[src/rtl/timestamp_latch_bank_if.sv]
// Bus bundle for timestamp_latch_bank: event inputs, per-channel acks and the
// captured timestamp / status outputs. oMiss exists only when
// TSLB_MISS_COUNT_EN is defined.
interface timestamp_latch_bank_if #(
    parameter int pWIDTH    = 64,
    parameter int pCHANNELS = 4
);
    logic [pCHANNELS-1:0]        iLatch;
    logic [pCHANNELS-1:0]        iResetLatch;
    logic [pCHANNELS*pWIDTH-1:0] oTS;
    logic [pCHANNELS-1:0]        oRdy;
    logic [pWIDTH-1:0]           oNow;
    logic                        oWrap;
`ifdef TSLB_MISS_COUNT_EN
    logic [pCHANNELS*8-1:0]      oMiss;
`endif

    // Host / event side: drives events and acks, consumes timestamps.
    modport master (
        output iLatch,
        output iResetLatch,
        input  oTS,
        input  oRdy,
        input  oNow,
`ifdef TSLB_MISS_COUNT_EN
        input  oMiss,
`endif
        input  oWrap
    );

    // Latch bank side.
    modport slave (
        input  iLatch,
        input  iResetLatch,
        output oTS,
        output oRdy,
        output oNow,
`ifdef TSLB_MISS_COUNT_EN
        output oMiss,
`endif
        output oWrap
    );
endinterface

[src/rtl/timestamp_latch_bank.sv]
// timestamp_latch_bank: one free-running timebase shared by pCHANNELS capture
// channels. Each channel synchronises its async event, captures the timebase
// (compensated for synchroniser delay) on a rising edge and holds it until
// the host acknowledges.
// Optional feature macro: TSLB_MISS_COUNT_EN adds per-channel saturating
// counts of edges dropped while a channel is busy (oMiss).
module timestamp_latch_bank #(
    parameter int pWIDTH    = 64,
    parameter int pCHANNELS = 4,
    parameter int pSYNC     = 2
) (
    input  logic                   iCLK,
    input  logic                   iRST,
    timestamp_latch_bank_if.slave  bus
);

    typedef enum logic [1:0] {
        IDLE   = 2'd0,
        LOCKED = 2'd1,
        PEND   = 2'd2
    } state_t;

    logic [pWIDTH-1:0] now_q;
    logic [pWIDTH-1:0] now_d;
    logic              wrap_q;
    // Fills with ones after reset; top bit marks the synchroniser outputs as
    // reflecting real samples rather than reset zeros.
    logic [pSYNC-1:0]  vld_q;
    logic [pWIDTH-1:0] ts_cap;

    logic [pCHANNELS-1:0][pWIDTH-1:0] ts_all;
    logic [pCHANNELS-1:0]             rdy_all;

    always_comb begin
        now_d  = now_q + pWIDTH'(1);
        // Timebase value at the edge that first sampled the event high.
        ts_cap = now_q - pWIDTH'(pSYNC);
    end

    // Timebase, wrap pulse (registered so it lines up with the 0 reading)
    // and synchroniser-valid tracker.
    always_ff @(posedge iCLK) begin
        if (iRST) begin
            now_q  <= '0;
            wrap_q <= 1'b0;
            vld_q  <= '0;
        end else begin
            now_q  <= now_d;
            wrap_q <= &now_q;
            vld_q  <= {vld_q[pSYNC-2:0], 1'b1};
        end
    end

    assign bus.oNow  = now_q;
    assign bus.oWrap = wrap_q;
    assign bus.oTS   = ts_all;
    assign bus.oRdy  = rdy_all;

`ifdef TSLB_MISS_COUNT_EN
    logic [pCHANNELS-1:0][7:0] miss_all;
    assign bus.oMiss = miss_all;
`endif

    for (genvar g = 0; g < pCHANNELS; g++) begin : g_ch
        logic [pSYNC-1:0]  sync_q;
        logic              prev_q;
        logic              armed_q;
        state_t            state_q;
        logic [pWIDTH-1:0] ts_q;
        logic              rdy_q;
        logic              s;
        logic              rise;
        logic              ack;

        assign s    = sync_q[pSYNC-1];
        // armed_q blocks a capture for an input that was already high when
        // reset released: it must be seen low first.
        assign rise = s & ~prev_q & armed_q;
        assign ack  = bus.iResetLatch[g];

        // Synchroniser chain, edge history and re-arm tracking.
        always_ff @(posedge iCLK) begin
            if (iRST) begin
                sync_q  <= '0;
                prev_q  <= 1'b0;
                armed_q <= 1'b0;
            end else begin
                sync_q <= {sync_q[pSYNC-2:0], bus.iLatch[g]};
                prev_q <= s;
                if (vld_q[pSYNC-1] && !s)
                    armed_q <= 1'b1;
            end
        end

        // Capture FSM; oRdy is registered alongside the state and is high
        // in every state but IDLE.
        always_ff @(posedge iCLK) begin
            if (iRST) begin
                state_q <= IDLE;
                ts_q    <= '0;
                rdy_q   <= 1'b0;
            end else begin
                case (state_q)
                    IDLE: begin
                        if (rise) begin
                            ts_q    <= ts_cap;
                            rdy_q   <= 1'b1;
                            state_q <= LOCKED;
                        end
                    end
                    LOCKED: begin
                        // Ack takes priority; any edge this cycle is dropped.
                        if (ack) begin
                            if (s) begin
                                state_q <= PEND;
                            end else begin
                                state_q <= IDLE;
                                rdy_q   <= 1'b0;
                            end
                        end
                    end
                    PEND: begin
                        // Wait for the event line to drop so a held-high
                        // input cannot immediately recapture.
                        if (!s) begin
                            state_q <= IDLE;
                            rdy_q   <= 1'b0;
                        end
                    end
                    default: begin
                        state_q <= IDLE;
                        rdy_q   <= 1'b0;
                    end
                endcase
            end
        end

        assign ts_all[g]  = ts_q;
        assign rdy_all[g] = rdy_q;

`ifdef TSLB_MISS_COUNT_EN
        logic [7:0] miss_q;

        // Saturating count of edges dropped while busy; cleared on accepted ack.
        always_ff @(posedge iCLK) begin
            if (iRST) begin
                miss_q <= '0;
            end else if (state_q == LOCKED && ack) begin
                miss_q <= '0;
            end else if (state_q != IDLE && rise && miss_q != 8'hFF) begin
                miss_q <= miss_q + 8'd1;
            end
        end

        assign miss_all[g] = miss_q;
`endif
    end

endmodule

[src/flat_wrapper.sv]
// flat-port wrapper written by rule: the top's interface ports become plain ports
module timestamp_latch_bank_flat 
#(
    parameter int pWIDTH    = 64,
    parameter int pCHANNELS = 4,
    parameter int pSYNC     = 2
)
  (iCLK, iRST, bus_iLatch, bus_iResetLatch, bus_oTS, bus_oRdy, bus_oNow, bus_oWrap);
  timestamp_latch_bank_if #(.pWIDTH(pWIDTH), .pCHANNELS(pCHANNELS)) bus_i ();
  input  logic iCLK;
  input  logic iRST;
  input wire logic [$bits(bus_i.iLatch)-1:0] bus_iLatch;
  input wire logic [$bits(bus_i.iResetLatch)-1:0] bus_iResetLatch;
  output wire logic [$bits(bus_i.oTS)-1:0] bus_oTS;
  output wire logic [$bits(bus_i.oRdy)-1:0] bus_oRdy;
  output wire logic [$bits(bus_i.oNow)-1:0] bus_oNow;
  output wire logic [$bits(bus_i.oWrap)-1:0] bus_oWrap;
  assign bus_i.iLatch = bus_iLatch;
  assign bus_i.iResetLatch = bus_iResetLatch;
  assign bus_oTS = bus_i.oTS;
  assign bus_oRdy = bus_i.oRdy;
  assign bus_oNow = bus_i.oNow;
  assign bus_oWrap = bus_i.oWrap;
  timestamp_latch_bank #(.pWIDTH(pWIDTH), .pCHANNELS(pCHANNELS), .pSYNC(pSYNC)) u_core (.iCLK(iCLK), .iRST(iRST), .bus(bus_i));
endmodule
[config.mk]
export PLATFORM = sky130hd
export DESIGN_NAME = timestamp_latch_bank_flat
export DESIGN_NICKNAME = d
export VERILOG_FILES = /design/src/rtl/timestamp_latch_bank_if.sv /design/src/rtl/timestamp_latch_bank.sv /design/src/flat_wrapper.sv
export SDC_FILE = /design/constraint.sdc
export NUM_CORES = 1
export LEC_CHECK = 0
export ABC_AREA = 1
export BUFFER_PORTS_ARGS = -buffer_cell sky130_fd_sc_hd__buf_2
export CORE_MARGIN = 1
export CORE_UTILIZATION = 50
export DETAILED_ROUTE_END_ITERATION = 10
export PLACE_DENSITY = 0.76
export SYNTH_ARGS = -nofsm -noshare
export SYNTH_HDL_FRONTEND = slang
export SYNTH_SLANG_ARGS = --single-unit
[constraint.sdc]
create_clock -name iCLK -period 1.7 [get_ports iCLK]
set_input_delay 0.34 -clock iCLK [delete_from_list [all_inputs] [get_ports iCLK]]
set_output_delay 0.34 -clock iCLK [all_outputs]
set_load 0.01 [all_outputs]
==> impl_metrics.tcl, run 1 <==
set metrics [dict create \
    ant_nets 0 \
    worst_ep_required_time_ns 2.14 \
    start_util_pct 50.96 \
    die_y_um 187.1 \
    yosysTopAreaCell "sky130_fd_sc_hd__dfxtp_1" \
    cts.clk_slew.worst_paths_ns 0.06 \
    area.growth.synth_to_final_pct 47.82 \
    max-clock-path-buffers 3 \
    share_of_final_layout_standard_cells_stronger_than_drive_strength_1_pct 39.01 \
    setup.reg_to_reg.worst_slack_ns -0.13 \
    gp_routability_congestion 1.076 \
    netlist-cell-type-count 38 \
    mostFrequentLayoutCell "sky130_fd_sc_hd__nand2_1" \
    cts.sinks 351 \
    dpl.cell_count 3465 \
    comb_power_share_pct 15.8 \
    ys_async_sr_fraction_pct 0 \
    grt_start_max_net_pins 79 \
    sequential_share_of_power_pct 43.5 \
    drt-initial-drc-count 1904 \
    detailedPlace.worstSlack_ns -0.2588 \
    clock_skew_ns 0.02007 \
    violations "negative setup slack" \
    vias_per_cell 5.650 \
    timing.critical_path.to "u_core.g_ch[2].ts_q[50]" \
    fmaxAchievable_ghz 0.5450 \
    worst-setup-path-type "register to register" \
    number_of_global_route_vias_before_repair 18603 \
    numCtsBuffers 38 \
    met2WireLength_um 33520 \
    p_int_mw 14.25 \
    power-per-cell-area_nw_per_um2 785.9 \
    worst-slew-pin-transition_ns 0.4527 \
    vias 20149 \
    clkLatencyLatePin_ns 0.55 \
    dieWidth_um 187.1 \
    post-dp-hpwl_um 52470 \
    yosys_most_used_dff "sky130_fd_sc_hd__dfxtp_1" \
    h_tree_depth 2 \
    tritoncts_clock_tree "built" \
    min-delay-path-class "input pin to register" \
    mostFrequentLayoutCells "405 x sky130_fd_sc_hd__nand2_1, 350 x sky130_fd_sc_hd__inv_1, 333 x sky130_fd_sc_hd__buf_2" \
    worstSetupEndpointType "register" \
    design.die.area_um2 35010 \
    synth.ff_latch_count 351 \
    regToRegEndpoint "u_core.g_ch[2].ts_q[50]" \
    cp-startpoint "u_core.bus.oNow[10]" \
    clock-root-buffer "sky130_fd_sc_hd__clkbuf_16" \
    clock_power_share_pct 40.7 \
    cp_max_fo 7 \
    p_leak_nw 13.37 \
    finalMaxSlewViolations 0 \
    placement_rows 67 \
    grt_first_pass_wirelength_um 105200 \
    synth_enable_flop_cells 0 \
    drt-pass1-iter-count 7 \
    drt-total-wl_um 74430 \
    design.portCount 335 \
    fin_tns_setup_ns -6.682 \
    setup_slack_ns -0.1348 \
    port-buffer-count 334 \
    drt-met1-wl_um 28060 \
    yosysWarningCount 0 \
    timing_hold_violations_final 0 \
    antenna_found_initial 0 \
    final.min_clock_period_ns 1.835 \
    net_load_switching_power_mw 5.646 \
    postSynthCellCount 2472 \
    worst-r2r-cell-count 10 \
    synth_sequential_area_ratio_pct 41.02 \
    layout_worst_path_cycle_share_pct 107.9 \
    synth_top_cell_area_share_pct 41.02 \
    netSwitchingFraction_pct 28.37 \
    hold_ws_ns 0.007640 \
    final_nets 3123 \
    max-vdd-ir-drop_mv 0.8380 \
    finish.cell_count_without_fillers 3566 \
    setup_viol 127 \
    top_layer_used "met4" \
    wire_per_inst_um 20.87 \
    route.met3.wl_um 7531 \
    grt_remaining_overflow 0 \
    design_power_total_mw 19.90 \
    core-area_um2 33620 \
    synthesis.area_um2 17130 \
    run_status "finished, violations left" \
    grt_setup_unrepaired "true" \
    drc 0 \
    max_cap_violations 0 \
    relSlewSlack_pct 69.82 \
    post_synthesis_area_per_instance_um2 6.930 \
    grtUsageTotal_pct 38.47 \
    synth.top_cells.by_area "sky130_fd_sc_hd__dfxtp_1 41%, sky130_fd_sc_hd__nand2_1 11%, sky130_fd_sc_hd__inv_1 8.1%, sky130_fd_sc_hd__nor2_1 6.7%, sky130_fd_sc_hd__o21a_1 6.2%" \
    critPathArrivalTime_ns 2.27 \
    cp-start-kind "register" \
    r2r-start "u_core.bus.oNow[10]" \
    synthesis.nets 2501 \
]
==> how the worst min path moves through the flow <==
stage	from	to	slack [ns]	cells after the start
floorplan	u_core.g_ch[0].sync_q[0]	u_core.g_ch[0].sync_q[1]	0.39	2
global placement	u_core.g_ch[0].sync_q[0]	u_core.g_ch[0].sync_q[1]	0.39	2
detailed placement	u_core.vld_q[0]	u_core.vld_q[1]	0.39	2
CTS	bus_iLatch[2]	u_core.g_ch[2].sync_q[0]	0.008	3
global route	bus_iLatch[2]	u_core.g_ch[2].sync_q[0]	0.02	3
finish	bus_iLatch[2]	u_core.g_ch[2].sync_q[0]	0.008	3
==> synth_stat cells (24+ instances only) <==
cell type / number
sky130_fd_sc_hd__nor2_1: 305
sky130_fd_sc_hd__o21a_1: 142
sky130_fd_sc_hd__xor2_1: 24
sky130_fd_sc_hd__clkbuf_1: 63
sky130_fd_sc_hd__dfxtp_1: 351
sky130_fd_sc_hd__buf_2: 34
sky130_fd_sc_hd__nand2_1: 518
sky130_fd_sc_hd__a21oi_1: 91
sky130_fd_sc_hd__nand3_1: 206
sky130_fd_sc_hd__inv_1: 368
sky130_fd_sc_hd__o21bai_1: 89
sky130_fd_sc_hd__o21ai_0: 148
==> through the flow <==
step	utilization [%]	instance area [um2]
6_report	75.33	25320
5_1_grt	75.32	25320
4_1_cts	70.37	23660
3_5_place_dp	64.54	21700
3_3_place_gp	64.54	21700
2_1_floorplan	-	17130
==> flip-flops by register name, indices dropped and copies added (netlist names) <==
register / flops
u_core.vld_q: 2
u_core.bus.oNow: 64
u_core.g_ch.sync_q: 8
u_core.g_ch.armed_q: 4
u_core.g_ch.prev_q: 4
u_core.g_ch.ts_q: 256
u_core.g_ch.state_q: 8
u_core.bus.oWrap: 1
u_core.g_ch.rdy_q: 4
==> what timing repair did <==
action	in CTS	in global routing
endpoints found under the setup margin	273	287
resized for setup	218	407
setup buffers	11	26
endpoints found under the hold margin	1	0
cloned	1	5
hold buffers	1	0
pin swaps	41	113
==> power groups by stage <==
stage | sequential [mW] | clock [mW] | combinational [mW]
after floorplan | 8.90 | 0 | 1.43
after global placement | 8.84 | 0 | 2.45
after detailed placement | 8.86 | 0 | 2.53
after CTS | 8.68 | 8.08 | 2.71
after global routing | 8.68 | 8.43 | 3.37
final | 8.66 | 8.09 | 3.14
==> per-layer routing <==
| metal | global-route usage [%] | up-vias |
|---|---|---|
| met5 | 0 | - |
| met4 | 18.66 | 0 |
| met3 | 7.692 | 347 |
| met2 | 63.91 | 1294 |
| met1 | 47.58 | 9428 |
| li1 | - | 9080 |
==> kinds of logic after synthesis <==
logic type / share of synthesized area (%)
XOR/XNOR: 1.329
adder cells (fa/ha/maj): 1.388
flip-flops: 41.02
AO/OA/AOI/OAI: 17.85
AND/OR/NAND/NOR: 27.54
buffers and inverters: 10.87
==> worst max-delay path, cell delays in order (launching register included) <==
cell                      delay (ns)
sky130_fd_sc_hd__dfxtp_2        0.37
sky130_fd_sc_hd__nor2_1         0.18
sky130_fd_sc_hd__nand2_1        0.16
sky130_fd_sc_hd__nor2_4         0.18
sky130_fd_sc_hd__nand2_4        0.13
sky130_fd_sc_hd__nor2_4         0.26
sky130_fd_sc_hd__nand2_2        0.11
sky130_fd_sc_hd__nand2_4        0.13
sky130_fd_sc_hd__nand3_2        0.09
sky130_fd_sc_hd__nand2_1        0.08
sky130_fd_sc_hd__inv_1          0.04
==> layout make-up <==
class / count / area, um2
Fill cell: 2470 / 8293
Multi-Input combinational cell: 1642 / 10010
Tap cell: 448 / 560.5
Clock inverter: 9 / 92.59
Timing Repair Buffer: 689 / 4955
Inverter: 372 / 1409
Sequential cell: 351 / 7207
Clock buffer: 54 / 1091
Antenna cell: 1 / 2.502
Power figures use the tool's default switching activity.
==> run 2, diff against run 1 <==
--- a/config.mk
+++ b/config.mk
@@ -14,3 +14,4 @@
 export SYNTH_ARGS = -nofsm -noshare
 export SYNTH_HDL_FRONTEND = slang
 export SYNTH_SLANG_ARGS = --single-unit
+export TNS_END_PERCENT = 50
==> impl_metrics.tcl, run 2 (synthesis gave the netlist of run 1 again) <==
set metrics [dict create \
    clock-root-buffer "sky130_fd_sc_hd__clkbuf_16" \
    worst-slew-pin-transition_ns 0.4397 \
    vias 20023 \
    design_power_total_mw 19.93 \
    grt_start_max_net_pins 79 \
    worst_ep_required_time_ns 2.12 \
    mostFrequentLayoutCell "sky130_fd_sc_hd__nand2_1" \
    critPathArrivalTime_ns 2.28 \
    drt-total-wl_um 73590 \
    antenna_found_initial 0 \
    placedInstanceArea_um2 21700 \
    cp-startpoint "u_core.bus.oNow[6]" \
    finalMaxSlewViolations 0 \
    post-dp-hpwl_um 52470 \
    cts.clk_slew.worst_paths_ns 0.06 \
    power-per-cell-area_nw_per_um2 789.7 \
    drt-pass1-iter-count 6 \
    setup_slack_ns -0.1602 \
    antennaDiodeCount 0 \
    setup_viol 97 \
    tritoncts_clock_tree "built" \
    run_status "finished, violations left" \
    final_nets 3128 \
    die_y_um 187.1 \
    port-buffer-count 334 \
    violations "negative setup slack" \
    hold_path.startpoint "bus_iLatch[3]" \
    layout_worst_path_cycle_share_pct 109.4 \
    max-vdd-ir-drop_mv 0.8395 \
    area.growth.synth_to_final_pct 47.32 \
    timing_hold_violations_final 0 \
    cp_max_fo 5 \
    h_tree_depth 2 \
    start_util_pct 50.96 \
    design.portCount 335 \
    grtUsageTotal_pct 38.41 \
    fmaxAchievable_ghz 0.5376 \
    r2r-start "u_core.bus.oNow[6]" \
    mostFrequentLayoutCells "412 x sky130_fd_sc_hd__nand2_1, 351 x sky130_fd_sc_hd__inv_1, 334 x sky130_fd_sc_hd__buf_2" \
    drc 0 \
    vias_per_cell 5.609 \
    worstSetupEndpointType "register" \
    grt_first_pass_wirelength_um 105100 \
    clock_skew_ns 0.02107 \
    gp_routability_congestion 1.076 \
    dpl.cell_count 3465 \
    register_with_the_most_flip_flops "u_core.g_ch.ts_q" \
    relSlewSlack_pct 70.68 \
    cts.sinks 351 \
    max_cap_violations 0 \
    drt-initial-drc-count 1846 \
    clkLatencyLatePin_ns 0.55 \
    max-clock-path-buffers 3 \
    placement_rows 67 \
    detailedPlace.worstSlack_ns -0.2588 \
    final.min_clock_period_ns 1.860 \
    grt_remaining_overflow 0 \
    numCtsBuffers 38 \
    min-delay-path-class "input pin to register" \
    finish.cell_count_without_fillers 3570 \
    largest_register_ff_count 256 \
    design.die.area_um2 35010 \
    worst-setup-path-type "register to register" \
    share_of_final_layout_standard_cells_stronger_than_drive_strength_1_pct 38.89 \
    p_leak_nw 13.37 \
    dieWidth_um 187.1 \
    wire_per_inst_um 20.61 \
    finalCoreUtilization_pct 75.08 \
    grt_setup_unrepaired "true" \
    cp-start-kind "register" \
    ant_nets 0 \
    number_of_global_route_vias_before_repair 18654 \
    total_non_filler_cell_area_in_the_finished_layout_um2 25240 \
    core-area_um2 33620 \
]
[run 2: changes by cell type in the layout (fill, tap and decap cells not counted), sizes merged]
cell	delta
diode	-1
buf	+5
clkinv	+1
inv	-1
[run 2: power breakdown]
part	internal, mW	leakage [nW]	switching (mW)	total (mW)
logic	1.21	9.91	1.97	3.18
registers	8.47	2.88	0.199	8.67
clock network	4.62	0.585	3.46	8.08
[run 2: worst paths after layout]
check / cells past startpoint / endpoint / slack (ns)
max: 10 / u_core.g_ch[2].ts_q[26] / -0.16
min: 3 / u_core.g_ch[3].sync_q[0] / 0.004
max reg2reg: 10 / u_core.g_ch[2].ts_q[26] / -0.16
min reg2reg: 2 / u_core.g_ch[2].sync_q[1] / 0.40
[run 2: metrics by stage]
step | hold slack (ns) | setup TNS (ns)
final | 0.004351 | -5.119
after global placement | 0.3890 | -15.57
after floorplan | 0.3883 | 0
after CTS | 0.007847 | -0.6642
after global routing | 0.01710 | -15.76
after detailed placement | 0.3935 | -19.22
[run 2: cell type report]
type / instances / area [um2]
multi-input cells: 1642 / 9884
fillers: 2494 / 8378
flip-flops and latches: 351 / 7192
repair buffers: 694 / 4996
inverters: 372 / 1421
clock buffers: 54 / 1091
well taps: 448 / 560.5
clock inverters: 9 / 92.59
[run 2: metal layers]
layer	vias up	global-route usage (%)	share of wire [%]	routed length, um
met5	-	0	0	0
met4	0	19.42	6.6	4861
met3	308	7.880	10	7527
met2	1248	63.48	45	33450
met1	9380	47.35	38	27750
li1	9087	-	-	-
[run 2: repair_timing]
action,4_1_cts,5_1_grt
pin swaps,34,92
hold buffers,1,0
gates cloned,1,5
endpoints found under the setup margin,273,292
setup buffers,10,28
hold endpoints to repair,1,0
resized for setup,195,398
[run 2: worst max-delay path, cell delays in order (launching register included)]
cell and delay, ns:
sky130_fd_sc_hd__dfxtp_2 0.36, sky130_fd_sc_hd__nor2_2 0.17, sky130_fd_sc_hd__nand2_1 0.12, sky130_fd_sc_hd__nor2_4 0.21
sky130_fd_sc_hd__buf_6 0.15, sky130_fd_sc_hd__nand2_8 0.09, sky130_fd_sc_hd__buf_12 0.15, sky130_fd_sc_hd__o21ai_4 0.23
sky130_fd_sc_hd__nand3_2 0.10, sky130_fd_sc_hd__nand2_1 0.09, sky130_fd_sc_hd__inv_1 0.06
==> run 3, diff against run 2 <==
--- a/config.mk
+++ b/config.mk
@@ -11,6 +11,7 @@
 export CORE_UTILIZATION = 50
 export DETAILED_ROUTE_END_ITERATION = 10
 export PLACE_DENSITY = 0.76
+export SKIP_CTS_REPAIR_TIMING = 1
 export SYNTH_ARGS = -nofsm -noshare
 export SYNTH_HDL_FRONTEND = slang
 export SYNTH_SLANG_ARGS = --single-unit
==> impl_metrics.tcl, run 3 (synthesis gave the netlist of run 1 again) <==
set metrics [dict create \
    regToRegEndpoint "u_core.g_ch[2].ts_q[50]" \
    drt-pass1-iter-count 6 \
    post-dp-hpwl_um 52470 \
    h_tree_depth 2 \
    slowest_stage "sky130_fd_sc_hd__dfxtp_4" \
    clock-root-buffer "sky130_fd_sc_hd__clkbuf_16" \
    design_power_total_mw 19.72 \
    final.min_clock_period_ns 1.870 \
    grtUsageTotal_pct 37.67 \
    cts.sinks 351 \
    cp_max_fo 7 \
    wire_per_inst_um 20.34 \
    dpl.cell_count 3465 \
    finish.cell_count_without_fillers 3561 \
    power-per-cell-area_nw_per_um2 789.8 \
    register_with_the_most_flip_flops "u_core.g_ch.ts_q" \
    mostFrequentLayoutCell "sky130_fd_sc_hd__nand2_1" \
    tritoncts_clock_tree "built" \
    design.die.area_um2 35010 \
    crit_path_cell_trace "nor2_4 > nand2_2 > nor2_4 > nand2_4 > nor2_4 > nand2_2 > nand2_4 > nand3_2 > nand2_1 > inv_1" \
    finalCoreUtilization_pct 74.26 \
    placement_rows 67 \
    vias 19892 \
    setup_slack_ns -0.1697 \
    clkLatencyLatePin_ns 0.55 \
    grt_setup_unrepaired "true" \
    relSlewSlack_pct 67.83 \
    slowest_delay_ns 0.37 \
    netSwitchingFraction_pct 28.07 \
    area.growth.synth_to_final_pct 45.71 \
    hold_ws_ns -0.0001522 \
    largest_register_ff_count 256 \
    cp-startpoint "u_core.bus.oNow[7]" \
    port-buffer-count 334 \
    cpMostUsedCell "sky130_fd_sc_hd__nor2_4" \
    worst-r2r-cell-count 10 \
    final_nets 3119 \
    run_status "finished, violations left" \
    max-clock-path-buffers 3 \
    r2r-start "u_core.bus.oNow[7]" \
    clock_skew_ns 0.02371 \
    worst-slew-pin-transition_ns 0.4819 \
    min-delay-path-class "input pin to register" \
    clock_power_share_pct 41.0 \
    max_cap_violations 0 \
    grt_remaining_overflow 0 \
    share_of_final_layout_standard_cells_stronger_than_drive_strength_1_pct 37.71 \
    number_of_global_route_vias_before_repair 18250 \
    start_util_pct 50.96 \
    timing.critical_path.to "u_core.g_ch[2].ts_q[50]" \
    layout_worst_path_cycle_share_pct 110.0 \
    worst-setup-path-type "register to register" \
    setup_viol 125 \
    antenna_found_initial 0 \
    worst_ep_required_time_ns 2.13 \
    drt-total-wl_um 72430 \
    drc 0 \
    worstSetupEndpointType "register" \
    sequential_share_of_power_pct 43.9 \
    fmaxAchievable_ghz 0.5348 \
    violations "negative hold slack, negative setup slack" \
    mostFrequentLayoutCells "425 x sky130_fd_sc_hd__nand2_1, 353 x sky130_fd_sc_hd__inv_1, 334 x sky130_fd_sc_hd__buf_2" \
    timing_hold_violations_final 1 \
    p_int_mw 14.18 \
    finalMaxSlewViolations 0 \
    numCtsBuffers 38 \
    die_y_um 187.1 \
    setup.reg_to_reg.worst_slack_ns -0.17 \
    num-fill-cells 2538 \
    core-area_um2 33620 \
    net_load_switching_power_mw 5.535 \
    gp_routability_congestion 1.076 \
    critPathArrivalTime_ns 2.30 \
    max-vdd-ir-drop_mv 0.8430 \
    antennaDiodeCount 0 \
    dieWidth_um 187.1 \
    vias_per_cell 5.586 \
    design.portCount 335 \
    grt_first_pass_wirelength_um 102900 \
    drt-initial-drc-count 1656 \
    grt_start_max_net_pins 79 \
    cts.clk_slew.worst_paths_ns 0.06 \
    cp-start-kind "register" \
    comb_power_share_pct 15.1 \
    p_leak_nw 13.29 \
    ant_nets 0 \
]
==> run 3: changes by cell type in the layout (fill, tap and decap cells not counted), moves of 5 or more <==
cell,previous run,this run
sky130_fd_sc_hd__buf_6,23,10
sky130_fd_sc_hd__dfxtp_2,36,31
sky130_fd_sc_hd__nand2_1,412,425
sky130_fd_sc_hd__nand2_2,85,77
sky130_fd_sc_hd__nand3_1,146,165
sky130_fd_sc_hd__nand3_2,54,39
sky130_fd_sc_hd__nor2_2,94,87
sky130_fd_sc_hd__nor2_4,66,74
sky130_fd_sc_hd__o21ai_1,15,9
sky130_fd_sc_hd__o21ai_2,5,12
==> run 3: how the worst min path moves through the flow <==
stage,start,end,slack [ns],cells after the start
final,bus_iLatch[1],u_core.g_ch[1].sync_q[0],-0.0002,3
after global routing,bus_iLatch[2],u_core.g_ch[2].sync_q[0],0.02,3
after global placement,u_core.g_ch[0].sync_q[0],u_core.g_ch[0].sync_q[1],0.39,2
after CTS,bus_iLatch[1],u_core.g_ch[1].sync_q[0],-0.001,3
after floorplan,u_core.g_ch[0].sync_q[0],u_core.g_ch[0].sync_q[1],0.39,2
after detailed placement,u_core.vld_q[0],u_core.vld_q[1],0.39,2
==> run 3: power by group through the flow <==
stage	clock (mW)	sequential, mW	combinational, mW
global placement	0	8.84	2.45
global route	8.43	8.68	3.22
CTS	8.08	8.68	2.55
detailed placement	0	8.86	2.53
finish	8.08	8.66	2.98
floorplan	0	8.90	1.43
==> run 3: layout make-up <==
type | count | area [um2] | share of cell area [%]
multi-input combinational | 1642 | 9708 | 38.89
sequential | 351 | 7189 | 28.80
timing repair buffer | 685 | 4920 | 19.71
inverter | 372 | 1401 | 5.614
clock buffer | 54 | 1091 | 4.371
tap | 448 | 560.5 | 2.246
clock inverter | 9 | 92.59 | 0.3709
==> run 3: per-stage QoR <==
stage	TNS (ns)	worst slack (ns)	cell area [um2]
after global placement	-15.57	-0.2764	21700
after floorplan	0	0.05590	17130
final	-5.458	-0.1697	24960
after CTS	-27.80	-0.2999	22880
after global routing	-17.63	-0.1968	24960
after detailed placement	-19.22	-0.2588	21700
==> run 3: worst max-delay path, delay by kind of cell (launching register included) <==
family,cells,cell delay [ns]
and+or+nand+nor,9,1.34
buffers and inverters,1,0.04
DFF,1,0.37
==> run 3: routing by layer <==
layer	global-route usage, %	part of all wire (%)	routed length [um]	up-vias
met5	0	0	0	-
met4	16.74	6.3	4576	0
met3	7.674	9.9	7181	290
met2	62.74	45	32840	1184
met1	46.94	38	27820	9345
li1	-	-	-	9073
